$ cat config.mk
export PLATFORM = sky130hd
export DESIGN_NAME = blink_scheduler
export DESIGN_NICKNAME = d
export VERILOG_FILES = /design/src/rtl/blink_pkg.sv /design/src/rtl/tick_gen.sv /design/src/rtl/blink_scheduler.sv
export SDC_FILE = /design/constraint.sdc
export NUM_CORES = 1
export LEC_CHECK = 0
export CORE_MARGIN = 2
export CORE_UTILIZATION = 25
export CTS_CLUSTER_SIZE = 16
export DETAILED_ROUTE_END_ITERATION = 8
export PLACE_DENSITY = 0.48
export SYNTH_ARGS = -nofsm -noshare
export SYNTH_HDL_FRONTEND = slang
export SYNTH_SLANG_ARGS = --single-unit
$ cat constraint.sdc
create_clock -name clk -period 1.5 [get_ports clk]
set_input_delay 0.375 -clock clk [delete_from_list [all_inputs] [get_ports clk]]
set_output_delay 0.375 -clock clk [all_outputs]
set_load 0.1 [all_outputs]
$ cat src/rtl/blink_pkg.sv
// Shared definitions for the LED blink scheduler.
// Mode encodings as seen on the SW pins and the mode output.
package blink_pkg;

  localparam logic [1:0] MODE_OFF   = 2'b00;
  localparam logic [1:0] MODE_SLOW  = 2'b01;
  localparam logic [1:0] MODE_FAST  = 2'b10;
  localparam logic [1:0] MODE_BURST = 2'b11;

  typedef enum logic [1:0] {
    ST_OFF   = MODE_OFF,
    ST_SLOW  = MODE_SLOW,
    ST_FAST  = MODE_FAST,
    ST_BURST = MODE_BURST
  } mode_t;

endpackage

$ cat src/rtl/tick_gen.sv
// Free-running prescaler producing fast and slow (frame) ticks.
// slow_tick always coincides with a fast_tick.
module tick_gen #(
  parameter int FAST_LOG2 = 20,
  parameter int SLOW_LOG2 = 24
) (
  input  logic clk,
  input  logic rst_n,
  output logic fast_tick,
  output logic slow_tick
);

  logic [SLOW_LOG2-1:0] cnt;

  // prescale counter, wraps naturally at all ones
  always_ff @(posedge clk or negedge rst_n) begin
    if (!rst_n) cnt <= '0;
    else        cnt <= cnt + SLOW_LOG2'(1);
  end

  assign fast_tick = &cnt[FAST_LOG2-1:0];
  assign slow_tick = &cnt;

endmodule

$ cat src/rtl/blink_scheduler.sv
// LED mode scheduler: switch sync, frame-aligned mode FSM,
// and burst pulse counter driving a single registered LED.
module blink_scheduler
  import blink_pkg::*;
#(
  parameter int FAST_LOG2 = 20,
  parameter int SLOW_LOG2 = 24,
  parameter int BURST_LEN = 3
) (
  input  logic       clk,
  input  logic       rst_n,
  input  logic [1:0] SW,
  output logic       out,
  output logic [1:0] mode,
  output logic       frame
);

  localparam int BCW = $clog2(2*BURST_LEN+1);
  localparam logic [BCW-1:0] BURST_MAX = BCW'(2*BURST_LEN);

  logic           fast_tick;
  logic           slow_tick;
  logic [1:0]     sw_m;
  logic [1:0]     sw_s;
  mode_t          state;
  mode_t          state_n;
  logic           out_n;
  logic [BCW-1:0] burst_cnt;
  logic [BCW-1:0] bc_n;

  tick_gen #(
    .FAST_LOG2(FAST_LOG2),
    .SLOW_LOG2(SLOW_LOG2)
  ) u_tick (
    .clk      (clk),
    .rst_n    (rst_n),
    .fast_tick(fast_tick),
    .slow_tick(slow_tick)
  );

  // two-flop synchronizer for the asynchronous switches
  always_ff @(posedge clk or negedge rst_n) begin
    if (!rst_n) begin
      sw_m <= 2'b00;
      sw_s <= 2'b00;
    end else begin
      sw_m <= SW;
      sw_s <= sw_m;
    end
  end

  // mode, LED, burst counter and frame pulse registers
  always_ff @(posedge clk or negedge rst_n) begin
    if (!rst_n) begin
      state     <= ST_OFF;
      out       <= 1'b0;
      burst_cnt <= '0;
      frame     <= 1'b0;
    end else begin
      state     <= state_n;
      out       <= out_n;
      burst_cnt <= bc_n;
      frame     <= slow_tick;
    end
  end

  // next state: modes switch only on frame boundaries
  always_comb begin
    state_n = state;
    out_n   = out;
    bc_n    = burst_cnt;
    if (slow_tick) begin
      state_n = mode_t'(sw_s);
      if (sw_s != state) begin
        out_n = 1'b0;
        bc_n  = '0;
      end else begin
        unique case (state)
          ST_OFF:   out_n = 1'b0;
          ST_SLOW:  out_n = ~out;
          ST_FAST:  out_n = ~out;
          ST_BURST: begin
            out_n = 1'b0;
            bc_n  = '0;
          end
        endcase
      end
    end else if (fast_tick) begin
      unique case (state)
        ST_OFF:   out_n = 1'b0;
        ST_SLOW:  out_n = out;
        ST_FAST:  out_n = ~out;
        ST_BURST: begin
          if (burst_cnt < BURST_MAX) begin
            out_n = ~out;
            bc_n  = burst_cnt + BCW'(1);
          end else begin
            out_n = 1'b0;
          end
        end
      endcase
    end
  end

  assign mode = state;

endmodule

==> impl_metrics.ini <==
[run_status]
status = finished clean

[synth]
synth_adder_area_share_pct = 3.846
async_flop_share_pct = 100.0
synth_ff_type = dfrtp_1
yosysMostFrequentCell = dfrtp_1
synth-seq-cells = 35
synth_top_area_cell = dfrtp_1
ys_types = 33
syn-num-nets = 143
avgSynthCellArea_sq_um = 12.14
synth_edf_count = 0
synth_compound_area_share_pct = 6.000
synth_area_leaders = dfrtp_1, xnor2_1, ha_1
synth_top_area_share_pct = 53.85
ys_top_cells_by_count = dfrtp_1, xnor2_1, nand2_1
synthCells = 134
syn-cell-area_sq_mm = 0.001627
muxShareOfSynthArea_pct = 1.385
synthSimpleGateAreaFrac_pct = 19.62
ys_seq_area_share_pct = 53.85
synth_top_family_by_area = simple AND/OR/NAND/NOR gates
yosysWarnings = 0
synth-xor-area-share_pct = 12.92

[place]
gp_congestion = 0.6798
port_buffers = 7
dp.cells = 240
dp_hpwl_mm = 2.150
postPlaceCellArea_sq_mm = 0.002069

[worst_setup_path]
end_kind = flop
ff2ff_setup_slack_ps = 30
endpoint = burst_cnt[2]$_DFFE_PN0P_
startpoint = u_tick.cnt[10]$_DFF_PN0_
worstSetupPathType = reg -> reg
arrival_ps = 1640
rr_startpoint = u_tick.cnt[10]$_DFF_PN0_
timing.rr.end = burst_cnt[2]$_DFFE_PN0P_
startpoint_type = flop
r2r_cells = 5
crit_fanout = 8
crit_required_ps = 1670

[route]
wl_per_cell_um = 11.40
viasPerCell = 4.379
ant_nets = 0
route.met2.wl_mm = 1.485
routed_wirelength_mm = 2.885
drtPass1Iterations = 3
num_vias = 1108
post-route-drc-count = 0
m1WireLength_mm = 1.300
route.met3.wl_um = 81
top_layer_used = met4
drt-initial-drc-count = 60

[sta]
setup_viol = 0
skew_ps = 3.594
tightest_slew_ps = 389.6
max_freq_mhz = 679.1
slew_headroom_pct = 73.94
period_needed_ps = 1473
period_share_pct = 98.17
maxSlewViolCount = 0
hold_viol = 0
rsz0062_at_grt = true

[floorplanning]
fp.coreArea_sq_mm = 0.006314
num_io_pins = 8
die_w_um = 84.66
design.die.area_sq_mm = 0.007167
fp-row-count = 29
fp.dieH_um = 84.66
initial_core_util_pct = 25.76

[global_route]
grtUsageTotal_pct = 9.231
grt_max_degree = 17
grt_overflow = 0
grt_pass1_wl_mm = 5.271
antenna_found_initial = 0
grt_pass1_vias = 1198

[clocking]
postCtsHoldBufs = 0
cts_tree = yes
clkSlewWorstSetupHoldPaths_ps = 70
max-clock-path-buffers = 2
cts_root_buf = clkbuf_8
htreeDepth = 2
clk_latency_ps = 280
clock_sinks = 35
numCtsBuffers = 5

[worst_hold_path]
hold_class = reg -> reg

[final_layout]
register_area_sq_um = 883.3
diodes = 0
nFillCells = 649
area_delta_synth_final_pct = 38.85
layout.nets = 184
final_cells = 253
drive_gt1_share_pct = 35.80
multiInputGateArea_sq_um = 770.7
postLayoutCellArea_sq_mm = 0.002258

[power_and_ir_drop]
p_leak_uw = 0.001050
peakVddDrop_mv = 0.4297
power_density_mw_per_mm2 = 770.2

[flow_run]
maxCapViolations = 0
[where the power goes]
part	internal [uW]	switching [uW]	total, uW	leakage (uW)
clock network	419	327	746	0.0000515
registers	949	2.48	951	0.000461
logic	19.1	22.9	41.9	0.000537
[through the flow]
step | setup TNS (ps) | util (%) | total power (uW) | hold slack, ps | setup slack, ps
final | 0 | 35.77 | 1739 | 353.3 | 27.42
after global routing | -300.1 | 35.77 | 1833 | 369.9 | -75.98
after floorplan | -235.2 | - | 973.2 | 79.41 | -151.8
after global placement | -24.11 | 32.78 | 1012 | 332.8 | -9.867
after CTS | -61.25 | 34.88 | 1769 | 357.6 | -21.92
after detailed placement | -138.3 | 32.78 | 1014 | 341.6 | -50.28
[cells by family (layout without fill, tap and decap cells)]
kind of cell    count (synthesis)  count (layout)
fa+ha+maj                       5               5
compound gates                 10              10
mux                             2               2
simple gates                   50              50
buf+inv                         8              50
flops                          35              35
xor+xnor                       24              24
[routing by layer]
metal | vias up | GRT usage (%)
met3 | 2 | 3.540
met2 | 7 | 14.89
met5 | - | 0
met1 | 546 | 11.21
met4 | 0 | 3.463
li1 | 553 | -
[how the worst min path moves through the flow]
stage / endpoint / slack, ps / depth (start not counted) / startpoint
2_1_floorplan: burst_cnt[0]$_DFFE_PN0P_ / 80 / 0 / rst_n
3_3_place_gp: sw_s[0]$_DFF_PN0_ / 330 / 0 / sw_m[0]$_DFF_PN0_
3_5_place_dp: sw_s[0]$_DFF_PN0_ / 340 / 0 / sw_m[0]$_DFF_PN0_
4_1_cts: sw_s[0]$_DFF_PN0_ / 360 / 0 / sw_m[0]$_DFF_PN0_
5_1_grt: sw_s[0]$_DFF_PN0_ / 370 / 0 / sw_m[0]$_DFF_PN0_
6_report: sw_s[0]$_DFF_PN0_ / 350 / 0 / sw_m[0]$_DFF_PN0_
[critical path: stages, from the launching register on]
cell      delay [ps]
dfrtp_1          410
nand4_4          160
nor3_4           240
buf_12           160
o211ai_4          80
a221o_1          300
[what timing repair did]
| item | 4_1_cts | 5_1_grt |
|---|---|---|
| endpoints found under the setup margin | 3 | 17 |
| gates resized for setup | 3 | 5 |
| buffers inserted | 1 | 4 |
| pin swaps | 2 | 7 |
| endpoints found under the hold margin | 0 | 0 |
[flip-flops by register name (all words and copies together) (netlist names)]
name        flops
sw_s            2
frame           1
u_tick.cnt     24
sw_m            2
out             1
burst_cnt       3
mode            2
[cell type report]
class                   count  area share, %
multi-input cells          91          34.13
inverters                   6         0.9972
repair buffers             36          17.06
well taps                  77          4.266
clock buffers               8          4.432
flip-flops and latches     35          39.11
[cells in the final DEF, fill, tap and decap left out, types with 5 or more instances in the layout]
cell	netlist	final
buf_12	0	8
buf_4	0	23
clkbuf_8	0	7
dfrtp_1	35	33
inv_1	6	6
nand2_1	10	10
nand3_1	7	5
nand4_1	8	8
nor2_1	6	5
xnor2_1	17	17
xor2_1	7	7
No activity file was read; power rests on OpenSTA's default activity.
